### src/rtl/id_ex_stage_if.sv
// ID/EX pipeline-register bundle: decode-side inputs, write-back bypass
// inputs, the branch flush, and everything the stage presents to EX.
interface id_ex_stage_if #(
  parameter int DATA_W = 32,
  parameter int CNT_W  = 16
);
  // Decode slot
  logic              id_valid;
  logic [DATA_W-1:0] id_pc;
  logic [DATA_W-1:0] id_imm;
  logic [4:0]        id_rs;
  logic [4:0]        id_rt;
  logic [4:0]        id_rd;
  logic [DATA_W-1:0] id_rdata1;
  logic [DATA_W-1:0] id_rdata2;
  logic              id_regWrite;
  logic              id_memRead;
  logic              id_memWrite;
  logic              id_aluSrc;
  logic              id_regDst;
  logic [2:0]        id_aluOp;

  // Write-back port as seen by the register file
  logic              wb_write;
  logic [4:0]        wb_addr;
  logic [DATA_W-1:0] wb_data;

  // Taken branch / jump squash
  logic              flush;

  // Stage outputs
  logic              stall;
  logic              ex_valid;
  logic              ex_regWrite;
  logic              ex_memRead;
  logic              ex_memWrite;
  logic              ex_aluSrc;
  logic [2:0]        ex_aluOp;
  logic [DATA_W-1:0] ex_pc;
  logic [DATA_W-1:0] ex_imm;
  logic [DATA_W-1:0] ex_a;
  logic [DATA_W-1:0] ex_b;
  logic [4:0]        ex_rs;
  logic [4:0]        ex_rt;
  logic [4:0]        ex_dst;
  logic [CNT_W-1:0]  bubble_cnt;

  // Surrounding pipeline: drives decode/WB/flush, observes the stage
  modport master (
    output id_valid, id_pc, id_imm, id_rs, id_rt, id_rd,
           id_rdata1, id_rdata2, id_regWrite, id_memRead, id_memWrite,
           id_aluSrc, id_regDst, id_aluOp, wb_write, wb_addr, wb_data, flush,
    input  stall, ex_valid, ex_regWrite, ex_memRead, ex_memWrite, ex_aluSrc,
           ex_aluOp, ex_pc, ex_imm, ex_a, ex_b, ex_rs, ex_rt, ex_dst, bubble_cnt
  );

  // The ID/EX stage itself
  modport slave (
    input  id_valid, id_pc, id_imm, id_rs, id_rt, id_rd,
           id_rdata1, id_rdata2, id_regWrite, id_memRead, id_memWrite,
           id_aluSrc, id_regDst, id_aluOp, wb_write, wb_addr, wb_data, flush,
    output stall, ex_valid, ex_regWrite, ex_memRead, ex_memWrite, ex_aluSrc,
           ex_aluOp, ex_pc, ex_imm, ex_a, ex_b, ex_rs, ex_rt, ex_dst, bubble_cnt
  );
endinterface

### src/rtl/id_ex_stage.sv
// ID/EX pipeline register with load-use hazard detection, write-back
// bypass into the operand registers, branch-flush bubbles and a saturating
// count of inserted bubbles. One cycle of latency, no extra buffering.
module id_ex_stage #(
  parameter int DATA_W = 32,
  parameter int CNT_W  = 16
) (
  input logic           clk,
  input logic           rst_n,
  id_ex_stage_if.slave  bus
);

  // Pipeline registers
  logic              r_ex_valid;
  logic              r_ex_reg_write;
  logic              r_ex_mem_read;
  logic              r_ex_mem_write;
  logic              r_ex_alu_src;
  logic [2:0]        r_ex_alu_op;
  logic [DATA_W-1:0] r_ex_pc;
  logic [DATA_W-1:0] r_ex_imm;
  logic [DATA_W-1:0] r_ex_a;
  logic [DATA_W-1:0] r_ex_b;
  logic [4:0]        r_ex_rs;
  logic [4:0]        r_ex_rt;
  logic [4:0]        r_ex_dst;
  logic [CNT_W-1:0]  r_bubble_cnt;

  // Next-state values
  logic              w_nxt_valid;
  logic              w_nxt_reg_write;
  logic              w_nxt_mem_read;
  logic              w_nxt_mem_write;
  logic              w_nxt_alu_src;
  logic [2:0]        w_nxt_alu_op;
  logic [DATA_W-1:0] w_nxt_pc;
  logic [DATA_W-1:0] w_nxt_imm;
  logic [DATA_W-1:0] w_nxt_a;
  logic [DATA_W-1:0] w_nxt_b;
  logic [4:0]        w_nxt_rs;
  logic [4:0]        w_nxt_rt;
  logic [4:0]        w_nxt_dst;
  logic [CNT_W-1:0]  w_nxt_cnt;

  logic              w_hazard;
  logic              w_bubble;
  logic              w_byp_a;
  logic              w_byp_b;
  logic [CNT_W-1:0]  w_cnt_inc;

  // A load in EX whose destination is read by the instruction in ID must
  // wait one cycle; r0 is never a real dependency.
  assign w_hazard = r_ex_valid & r_ex_mem_read & (r_ex_rt != 5'd0) &
                    bus.id_valid &
                    ((bus.id_rs == r_ex_rt) | (bus.id_rt == r_ex_rt));

  // A flush squashes the stalled instruction anyway, so it suppresses stall.
  assign bus.stall = w_hazard & ~bus.flush;
  assign w_bubble  = bus.flush | w_hazard;

  // Register file is written at the same edge it is read, so forward the
  // write-back value; writes to r0 are discarded by the register file.
  assign w_byp_a = bus.wb_write & (bus.wb_addr != 5'd0) & (bus.wb_addr == bus.id_rs);
  assign w_byp_b = bus.wb_write & (bus.wb_addr != 5'd0) & (bus.wb_addr == bus.id_rt);

  // Bubble counter sticks at all-ones instead of wrapping.
  assign w_cnt_inc = (r_bubble_cnt == {CNT_W{1'b1}}) ? r_bubble_cnt
                   : r_bubble_cnt + {{(CNT_W-1){1'b0}}, 1'b1};

  // Choose between bubble insertion and a normal load of the ID slot.
  always_comb begin
    w_nxt_valid     = 1'b0;
    w_nxt_reg_write = 1'b0;
    w_nxt_mem_read  = 1'b0;
    w_nxt_mem_write = 1'b0;
    w_nxt_alu_src   = 1'b0;
    w_nxt_alu_op    = 3'd0;
    w_nxt_pc        = {DATA_W{1'b0}};
    w_nxt_imm       = {DATA_W{1'b0}};
    w_nxt_a         = {DATA_W{1'b0}};
    w_nxt_b         = {DATA_W{1'b0}};
    w_nxt_rs        = 5'd0;
    w_nxt_rt        = 5'd0;
    w_nxt_dst       = 5'd0;
    w_nxt_cnt       = r_bubble_cnt;
    if (w_bubble) begin
      w_nxt_cnt = w_cnt_inc;
    end else begin
      // An empty ID slot must never carry side-effecting controls into EX.
      w_nxt_valid     = bus.id_valid;
      w_nxt_reg_write = bus.id_valid & bus.id_regWrite;
      w_nxt_mem_read  = bus.id_valid & bus.id_memRead;
      w_nxt_mem_write = bus.id_valid & bus.id_memWrite;
      w_nxt_alu_src   = bus.id_aluSrc;
      w_nxt_alu_op    = bus.id_aluOp;
      w_nxt_pc        = bus.id_pc;
      w_nxt_imm       = bus.id_imm;
      w_nxt_a         = w_byp_a ? bus.wb_data : bus.id_rdata1;
      w_nxt_b         = w_byp_b ? bus.wb_data : bus.id_rdata2;
      w_nxt_rs        = bus.id_rs;
      w_nxt_rt        = bus.id_rt;
      w_nxt_dst       = bus.id_regDst ? bus.id_rd : bus.id_rt;
    end
  end

  // Pipeline register update; reset overrides flush, hazard and load.
  always_ff @(posedge clk) begin
    if (!rst_n) begin
      r_ex_valid     <= 1'b0;
      r_ex_reg_write <= 1'b0;
      r_ex_mem_read  <= 1'b0;
      r_ex_mem_write <= 1'b0;
      r_ex_alu_src   <= 1'b0;
      r_ex_alu_op    <= 3'd0;
      r_ex_pc        <= {DATA_W{1'b0}};
      r_ex_imm       <= {DATA_W{1'b0}};
      r_ex_a         <= {DATA_W{1'b0}};
      r_ex_b         <= {DATA_W{1'b0}};
      r_ex_rs        <= 5'd0;
      r_ex_rt        <= 5'd0;
      r_ex_dst       <= 5'd0;
      r_bubble_cnt   <= {CNT_W{1'b0}};
    end else begin
      r_ex_valid     <= w_nxt_valid;
      r_ex_reg_write <= w_nxt_reg_write;
      r_ex_mem_read  <= w_nxt_mem_read;
      r_ex_mem_write <= w_nxt_mem_write;
      r_ex_alu_src   <= w_nxt_alu_src;
      r_ex_alu_op    <= w_nxt_alu_op;
      r_ex_pc        <= w_nxt_pc;
      r_ex_imm       <= w_nxt_imm;
      r_ex_a         <= w_nxt_a;
      r_ex_b         <= w_nxt_b;
      r_ex_rs        <= w_nxt_rs;
      r_ex_rt        <= w_nxt_rt;
      r_ex_dst       <= w_nxt_dst;
      r_bubble_cnt   <= w_nxt_cnt;
    end
  end

  assign bus.ex_valid    = r_ex_valid;
  assign bus.ex_regWrite = r_ex_reg_write;
  assign bus.ex_memRead  = r_ex_mem_read;
  assign bus.ex_memWrite = r_ex_mem_write;
  assign bus.ex_aluSrc   = r_ex_alu_src;
  assign bus.ex_aluOp    = r_ex_alu_op;
  assign bus.ex_pc       = r_ex_pc;
  assign bus.ex_imm      = r_ex_imm;
  assign bus.ex_a        = r_ex_a;
  assign bus.ex_b        = r_ex_b;
  assign bus.ex_rs       = r_ex_rs;
  assign bus.ex_rt       = r_ex_rt;
  assign bus.ex_dst      = r_ex_dst;
  assign bus.bubble_cnt  = r_bubble_cnt;

endmodule

### src/flat_wrapper.sv
// flat-port wrapper written by rule: the top's interface ports become plain ports
module id_ex_stage_flat 
#(
  parameter int DATA_W = 32,
  parameter int CNT_W  = 16
)
  (clk, rst_n, bus_id_valid, bus_id_pc, bus_id_imm, bus_id_rs, bus_id_rt, bus_id_rd, bus_id_rdata1, bus_id_rdata2, bus_id_regWrite, bus_id_memRead, bus_id_memWrite, bus_id_aluSrc, bus_id_regDst, bus_id_aluOp, bus_wb_write, bus_wb_addr, bus_wb_data, bus_flush, bus_stall, bus_ex_valid, bus_ex_regWrite, bus_ex_memRead, bus_ex_memWrite, bus_ex_aluSrc, bus_ex_aluOp, bus_ex_pc, bus_ex_imm, bus_ex_a, bus_ex_b, bus_ex_rs, bus_ex_rt, bus_ex_dst, bus_bubble_cnt);
  id_ex_stage_if #(.DATA_W(DATA_W), .CNT_W(CNT_W)) bus_i ();
  input logic clk;
  input logic rst_n;
  input wire logic [$bits(bus_i.id_valid)-1:0] bus_id_valid;
  input wire logic [$bits(bus_i.id_pc)-1:0] bus_id_pc;
  input wire logic [$bits(bus_i.id_imm)-1:0] bus_id_imm;
  input wire logic [$bits(bus_i.id_rs)-1:0] bus_id_rs;
  input wire logic [$bits(bus_i.id_rt)-1:0] bus_id_rt;
  input wire logic [$bits(bus_i.id_rd)-1:0] bus_id_rd;
  input wire logic [$bits(bus_i.id_rdata1)-1:0] bus_id_rdata1;
  input wire logic [$bits(bus_i.id_rdata2)-1:0] bus_id_rdata2;
  input wire logic [$bits(bus_i.id_regWrite)-1:0] bus_id_regWrite;
  input wire logic [$bits(bus_i.id_memRead)-1:0] bus_id_memRead;
  input wire logic [$bits(bus_i.id_memWrite)-1:0] bus_id_memWrite;
  input wire logic [$bits(bus_i.id_aluSrc)-1:0] bus_id_aluSrc;
  input wire logic [$bits(bus_i.id_regDst)-1:0] bus_id_regDst;
  input wire logic [$bits(bus_i.id_aluOp)-1:0] bus_id_aluOp;
  input wire logic [$bits(bus_i.wb_write)-1:0] bus_wb_write;
  input wire logic [$bits(bus_i.wb_addr)-1:0] bus_wb_addr;
  input wire logic [$bits(bus_i.wb_data)-1:0] bus_wb_data;
  input wire logic [$bits(bus_i.flush)-1:0] bus_flush;
  output wire logic [$bits(bus_i.stall)-1:0] bus_stall;
  output wire logic [$bits(bus_i.ex_valid)-1:0] bus_ex_valid;
  output wire logic [$bits(bus_i.ex_regWrite)-1:0] bus_ex_regWrite;
  output wire logic [$bits(bus_i.ex_memRead)-1:0] bus_ex_memRead;
  output wire logic [$bits(bus_i.ex_memWrite)-1:0] bus_ex_memWrite;
  output wire logic [$bits(bus_i.ex_aluSrc)-1:0] bus_ex_aluSrc;
  output wire logic [$bits(bus_i.ex_aluOp)-1:0] bus_ex_aluOp;
  output wire logic [$bits(bus_i.ex_pc)-1:0] bus_ex_pc;
  output wire logic [$bits(bus_i.ex_imm)-1:0] bus_ex_imm;
  output wire logic [$bits(bus_i.ex_a)-1:0] bus_ex_a;
  output wire logic [$bits(bus_i.ex_b)-1:0] bus_ex_b;
  output wire logic [$bits(bus_i.ex_rs)-1:0] bus_ex_rs;
  output wire logic [$bits(bus_i.ex_rt)-1:0] bus_ex_rt;
  output wire logic [$bits(bus_i.ex_dst)-1:0] bus_ex_dst;
  output wire logic [$bits(bus_i.bubble_cnt)-1:0] bus_bubble_cnt;
  assign bus_i.id_valid = bus_id_valid;
  assign bus_i.id_pc = bus_id_pc;
  assign bus_i.id_imm = bus_id_imm;
  assign bus_i.id_rs = bus_id_rs;
  assign bus_i.id_rt = bus_id_rt;
  assign bus_i.id_rd = bus_id_rd;
  assign bus_i.id_rdata1 = bus_id_rdata1;
  assign bus_i.id_rdata2 = bus_id_rdata2;
  assign bus_i.id_regWrite = bus_id_regWrite;
  assign bus_i.id_memRead = bus_id_memRead;
  assign bus_i.id_memWrite = bus_id_memWrite;
  assign bus_i.id_aluSrc = bus_id_aluSrc;
  assign bus_i.id_regDst = bus_id_regDst;
  assign bus_i.id_aluOp = bus_id_aluOp;
  assign bus_i.wb_write = bus_wb_write;
  assign bus_i.wb_addr = bus_wb_addr;
  assign bus_i.wb_data = bus_wb_data;
  assign bus_i.flush = bus_flush;
  assign bus_stall = bus_i.stall;
  assign bus_ex_valid = bus_i.ex_valid;
  assign bus_ex_regWrite = bus_i.ex_regWrite;
  assign bus_ex_memRead = bus_i.ex_memRead;
  assign bus_ex_memWrite = bus_i.ex_memWrite;
  assign bus_ex_aluSrc = bus_i.ex_aluSrc;
  assign bus_ex_aluOp = bus_i.ex_aluOp;
  assign bus_ex_pc = bus_i.ex_pc;
  assign bus_ex_imm = bus_i.ex_imm;
  assign bus_ex_a = bus_i.ex_a;
  assign bus_ex_b = bus_i.ex_b;
  assign bus_ex_rs = bus_i.ex_rs;
  assign bus_ex_rt = bus_i.ex_rt;
  assign bus_ex_dst = bus_i.ex_dst;
  assign bus_bubble_cnt = bus_i.bubble_cnt;
  id_ex_stage #(.DATA_W(DATA_W), .CNT_W(CNT_W)) u_core (.clk(clk), .rst_n(rst_n), .bus(bus_i));
endmodule
### config.mk
export PLATFORM = sky130hd
export DESIGN_NAME = id_ex_stage_flat
export DESIGN_NICKNAME = d
export VERILOG_FILES = /design/src/rtl/id_ex_stage_if.sv /design/src/rtl/id_ex_stage.sv /design/src/flat_wrapper.sv
export SDC_FILE = /design/constraint.sdc
export NUM_CORES = 1
export LEC_CHECK = 0
export ABC_AREA = 1
export BUFFER_PORTS_ARGS = -buffer_cell sky130_fd_sc_hd__buf_2
export CORE_AREA = 2 2 140 142
export DETAILED_ROUTE_END_ITERATION = 10
export DIE_AREA = 0 0 142 144
export PLACE_DENSITY = 0.72
export SLEW_MARGIN = 20
export SYNTH_ARGS = -nofsm -noshare
export SYNTH_HDL_FRONTEND = slang
export SYNTH_SLANG_ARGS = --single-unit
### constraint.sdc
create_clock -name clk -period 1.6 [get_ports clk]
set_clock_uncertainty 0.05 [all_clocks]
set_input_delay 0.32 -clock clk [delete_from_list [all_inputs] [get_ports clk]]
set_output_delay 0.32 -clock clk [all_outputs]
set_load 0.05 [all_outputs]
# After elaboration in Yosys (flattened, before gate mapping)
# Cells that the tools add are included.
# word_totals
reg_bits,167
input_bits,193
out_inout_bits,168
elab_cells,43
# classes
n_addsub,1
eq_ne,5
mux,3
bitwise,16
reduce_logical,4
# op_table
operator,count
$mux W32,2
$eq A5 B5 Y1,4
$add A16 B1 Y16 const B,1
$eq A16 B16 Y1 const B,1
$and A1 B1 Y1,11
$reduce_bool A5 Y1,2
$mux W5,1
$not A1 Y1,3
$or A1 B1 Y1,2
$reduce_and A2 Y1,1
$reduce_or A2 Y1,1

# Longest topological paths before layout
# depth
word_depth,6
ltp_mapped,12
ltp_nobuf,11

# Least setup slack after synthesis
# No wires, ideal clock.
# synth_path
path_type,flip-flop to output port
from,register u_core.r_ex_rt[4] (netlist: u_core.bus.ex_rt[4])
to,output port bus_stall
arrival_time_ps,1845
required_ps,1230
slack_ps,-615
path_stages_with_launch,9
n_path_buf,0
path_cell_list,dfxtp_1 > inv_1 > nand2_1 > nand2_1 > nor2_1 > nand3_1 > nand2_1 > nand2_2 > nor2_1
# synth_via
elab_chain_len,5
elab_cells_between_ends,8
classes_between,2 x eq/ne; 5 x bitwise; 1 x reduce/logical
# synth_lines
element,line_no,rtl
start: declaration,id_ex_stage.sv:25,logic [4:0] r_ex_rt;
start signal: assignment,id_ex_stage.sv:135,r_ex_rt <= w_nxt_rt;
$reduce_bool A5 Y1,id_ex_stage.sv:53,assign w_hazard = r_ex_valid & r_ex_mem_read & (r_ex_rt != 5'd0) &
$and A1 B1 Y1 (2 in a row),id_ex_stage.sv:53,
$and A1 B1 Y1 *,id_ex_stage.sv:54,bus.id_valid &
$and A1 B1 Y1 *,id_ex_stage.sv:58,assign bus.stall = w_hazard & ~bus.flush;
end: declaration,flat_wrapper.sv:29,output wire logic [$bits(bus_i.stall)-1:0] bus_stall;
# Every way passes the cells marked *; elsewhere a longest branch is shown, timed or not.

# Worst setup path after layout
# layout_path
from,register u_core.r_ex_rt[1] (netlist: u_core.bus.ex_rt[1])
to,register u_core.r_ex_b[20] (netlist: u_core.bus.ex_b[20])
# layout_via
elab_chain_len,6
elab_cells_between_ends,9
classes_between,2 x eq/ne; 5 x bitwise; 2 x reduce/logical
# layout_lines
element,line_no,rtl
$reduce_bool A5 Y1,id_ex_stage.sv:53,
$and A1 B1 Y1 (2 in a row),id_ex_stage.sv:53,
$and A1 B1 Y1 *,id_ex_stage.sv:54,
$or A1 B1 Y1 *,id_ex_stage.sv:59,assign w_bubble = bus.flush | w_hazard;
$reduce_or A2 Y1 (no line) *,n/a,
end signal: assignment,id_ex_stage.sv:118,r_ex_b <= {DATA_W{1'b0}};
end signal: assignment,id_ex_stage.sv:133,r_ex_b <= w_nxt_b;
end: declaration,id_ex_stage.sv:23,logic [DATA_W-1:0] r_ex_b;
# Marked as above.
# A chain may end at the register's enable or synchronous reset.

==> metrics.md <==
| Metric | Value |
|---|---|
| WL/cell | `roughly 15 µm` |
| Skew-Pair Late Insertion Delay | `0.42 ns` |
| Most Frequent Cell on Critical Path | `buf_6` |
| Final HPWL DP | `between 15,000 and 20,000 µm` |
| GPL Wtd Cong | `just over 0.9` |
| Overflow after GRT | `0` |
| CTS sink count | `167` |
| Max rail drop VDD | `between 0.0006 and 0.0007 V` |
| Max Clk Rate | `around 510 MHz` |
| Iter 0 DRT Violations | `between 200 and 250` |
| Total routed wirelength | `21,400 µm` |
| Cts-stage hold buffer count | `0` |
| Worst setup EP type | `register` |
| DR vias | `between 6,000 and 7,000` |
| Adder-Cell Fraction of Synth Area | `0.204%` |
| Clock power frac | `about two fifths` |
| Leakage | `5.26 nW` |
| Sequential Area | `around 3400 µm²` |
| Initial antenna violation count | `5` |
| HP Class | `input pin to register` |
| Fin cells | `approximately 1,400` |
| Avg Inst Size Synth | `about 8 µm²` |
| Row cnt | `slightly above 50` |
| Mux contribution to synthesized area | `0%` |
| IO Pins | `~360` |
| Startpoint types | `register` |
| Synth Area in XOR/XNOR | `under 10%` |
| CP arrival | `around 2.3 ns` |
| Die area | `slightly above 20,000 µm²` |
| Worst Max-Slew Pin Slew | `approximately 0.55 ns` |
| Int Power | `between 0.007 and 0.008 W` |
| Fill cell count | `1,767` |
| Clock tree buffer depth | `2` |
| Hold Worst Slack | `approximately 0.055 ns` |
| Layout cell share with drive strength beyond 1 | `between 50% and 60%` |
| Final Hold Vio Count | `0` |
| CP Max Fanout | `6` |
| Switching pwr | `0.00304 W` |
| Sequential cell area fraction in the yosys report | `~54%` |
| Ys Warns | `0` |
| Multi-input gate area | `between 2000 and 3000 µm²` |
| Area share of and/or/nand/nor cells after synthesis | `about a quarter` |
| Nets@finish | `about 1,400` |
| Cells after Synth | `roughly 770` |
| Finished Core Util | `between 50% and 60%` |
| GRT Overall Usage | `19.5%` |
| Total core area | `roughly 19,000 µm²` |
| Vias per cell | `4.51` |
| TritonCTS clock tree | `yes` |
| Min cycle time layout | `between 1.5 and 2 ns` |
| Die H | `144 µm` |
| Final period utilization | `123%` |
| Endpoints failing setup | `around 170` |
| RSZ-0062 raised after global routing | `yes` |
| Mapped Area | `roughly 6000 µm²` |
| Largest family of logic cells by synthesized area | `simple AND/OR/NAND/NOR gates` |
| DRC viols | `0` |
| CTS Buf Count | `17` |
| Failing checks | `negative setup slack` |
| Largest delay share family, worst path | `buffers and inverters` |
| Comb power frac | `between 10% and 20%` |
| Required @ worst endpoint | `roughly 1.9 ns` |
| First-pass iteration count of the detailed router | `5` |
| Syn-to-layout area delta | `64.3%` |
| Placed cell count | `1,379` |
| Synth area leader | `dfxtp_1` |
| Syn Nets | `roughly 960` |
| IO Port Bufs | `360` |
| Area share of the largest cell type after synthesis | `roughly 54%` |
| Max-Cap Viols | `0` |
| Compound-Gate Fraction of Synth Area | `8.29%` |
| Net Sw Frac | `about 30%` |
| Bufs and invs on worst path | `7` |
| Die width | `142 µm` |
| FF+latch count, synth | `about 170` |
| Seq pwr share | `42.2%` |
| Htree depth | `4` |
| Largest cells by area after synthesis | `dfxtp_1 54%, nor2_1 8.2%, nand2_1 7.6%` |
| CP Class | `register to register` |
| Clk Tree Root Cell | `clkbuf_16` |
| Initial Util | `roughly a third` |
| Slew Limit Headroom | `63.0%` |
| CP max stage delay | `between 0.3 and 0.4 ns` |
| Yosys cell types | `25` |
| Worst-path clk slew | `approximately 0.07 ns` |
| Fin. max-slew vios | `0` |
| Final worst setup slack | `-0.361 ns` |
| CP Cell Sequence | `buf_12 > nor2_4 > nand4_1 > nand4_1 > inv_1 > nand2_2 > buf_6 > buf_6 > nand3_4 > buf_12 > buf_16 > buf_6 > a21oi_2` |
| Number of global-route vias before repair | `roughly 5,800` |
| Worst path slowest cell | `dfxtp_4` |
| Global-route wire length before repair | `30,800 µm` |
| Largest net degree at the start of global routing | `33` |
| Post-route ant nets | `0` |
| Status | `complete, but fails checks` |
| PD cells | `just over 1000 nW/µm²` |
==> routing by layer <==
| metal | GRT usage, % | wire (µm) | vias up |
|---|---|---|---|
| li1 | - | - | 3209 |
| met1 | 22.0 | 8280 | 2896 |
| met2 | 35.4 | 11000 | 304 |
| met3 | 4.24 | 1400 | 46 |
| met4 | 8.74 | 622 | 2 |
| met5 | 0 | 13 | - |
==> cell usage after synthesis (all sizes together) <==
cell    count
xnor2       6
clkbuf      3
nand4       4
nand3      88
inv       102
buf        37
dfxtp     167
o21ai       1
ha          1
nor2      135
a21oi      85
nor4        1
nand2     128
xor2        6
nor3        4
==> placed cells by master, fill, tap and decap left out, types with 4 or more instances in the layout <==
master | netlist | final
a21oi_1 | 65 | 12
a21oi_2 | 20 | 69
a21oi_4 | 0 | 4
buf_12 | 0 | 21
buf_16 | 0 | 4
buf_2 | 21 | 359
buf_4 | 2 | 30
buf_6 | 11 | 14
clkbuf_16 | 0 | 19
clkinvlp_4 | 0 | 5
dfxtp_1 | 167 | 146
dfxtp_2 | 0 | 14
dfxtp_4 | 0 | 7
inv_1 | 100 | 98
inv_2 | 2 | 4
inv_6 | 0 | 4
nand2_1 | 124 | 124
nand3_1 | 87 | 84
nor2_1 | 134 | 73
nor2_2 | 1 | 52
nor2_4 | 0 | 10
xnor2_1 | 6 | 6
xor2_1 | 6 | 6
==> worst register-to-register path: cells and delay by family, from the launching register on <==
| family | cells | cell delay (ns) |
|---|---|---|
| AO/OA/AOI/OAI | 1 | 0.11 |
| buffers and inverters | 7 | 0.81 |
| flip-flops | 1 | 0.36 |
| AND/OR/NAND/NOR | 5 | 0.55 |
==> cell families (layout without fill, tap and decap cells) <==
group / after synthesis / count (layout)
flip-flops: 167 / 167
XOR/XNOR: 12 / 12
adder cells (fa/ha/maj): 1 / 1
buffers and inverters: 142 / 566
AND/OR/NAND/NOR: 360 / 360
other: 0 / 3
AO/OA/AOI/OAI: 86 / 86
==> area by class of cell <==
class | instances | area share, %
Antenna cell | 3 | 0.0744
Clock buffer | 18 | 4.25
Clock inverter | 14 | 1.62
Inverter | 102 | 3.79
Multi-Input combinational cell | 459 | 26.0
Sequential cell | 167 | 33.5
Tap cell | 238 | 2.95
Timing Repair Buffer | 432 | 27.8
==> through the flow <==
stage	area [µm²]	total power [W]	setup TNS, ns	setup slack, ns
finish	10100	0.0103	-43.06	-0.361
detailed placement	8640	0.00610	-19.21	-0.212
global route	10100	0.0107	-58.86	-0.450
floorplan	6190	0.00545	-0.0317	-0.0317
global placement	8640	0.00609	-16.54	-0.188
CTS	9840	0.0104	-39.96	-0.339
==> power groups by stage <==
| stage | clock (W) | sequential (W) | combinational, W |
|---|---|---|---|
| 6_report | 0.00413 | 0.00436 | 0.00186 |
| 5_1_grt | 0.00438 | 0.00437 | 0.00198 |
| 4_1_cts | 0.00425 | 0.00436 | 0.00180 |
| 3_5_place_dp | 0 | 0.00446 | 0.00165 |
| 3_3_place_gp | 0 | 0.00445 | 0.00164 |
| 2_1_floorplan | 0 | 0.00503 | 0.000424 |
==> registers in the layout (all words and copies together) (netlist names), 3 cells and up <==
signal / count
u_core.bus.ex_a: 32
u_core.bus.ex_b: 32
u_core.bus.ex_imm: 32
u_core.bus.ex_pc: 32
u_core.bus.bubble_cnt: 16
u_core.bus.ex_dst: 5
u_core.bus.ex_rs: 5
u_core.bus.ex_rt: 5
u_core.bus.ex_aluOp: 3
==> path summary, 6_finish.rpt <==
| path | startpoint | end | slack (ns) | cells past startpoint |
|---|---|---|---|---|
| max | u_core.bus.ex_rt[1]$_SDFF_PP0_ | u_core.bus.ex_b[20]$_SDFF_PP0_ | -0.36 | 13 |
| min | bus_id_pc[0] | u_core.bus.ex_pc[0]$_SDFF_PP0_ | 0.05 | 3 |
| max reg2reg | u_core.bus.ex_rt[1]$_SDFF_PP0_ | u_core.bus.ex_b[20]$_SDFF_PP0_ | -0.36 | 13 |
| min reg2reg | u_core.bus.bubble_cnt[5]$_SDFFE_PN0P_ | u_core.bus.bubble_cnt[5]$_SDFFE_PN0P_ | 0.45 | 2 |
==> repair_timing <==
item | 4_1_cts | 5_1_grt
pin swaps | 9 | 4
cloned | 6 | 2
setup buffers | 11 | 1
resized for setup | 94 | 63
setup endpoints to repair | 145 | 167
No activity file was read; power rests on OpenSTA's default activity.
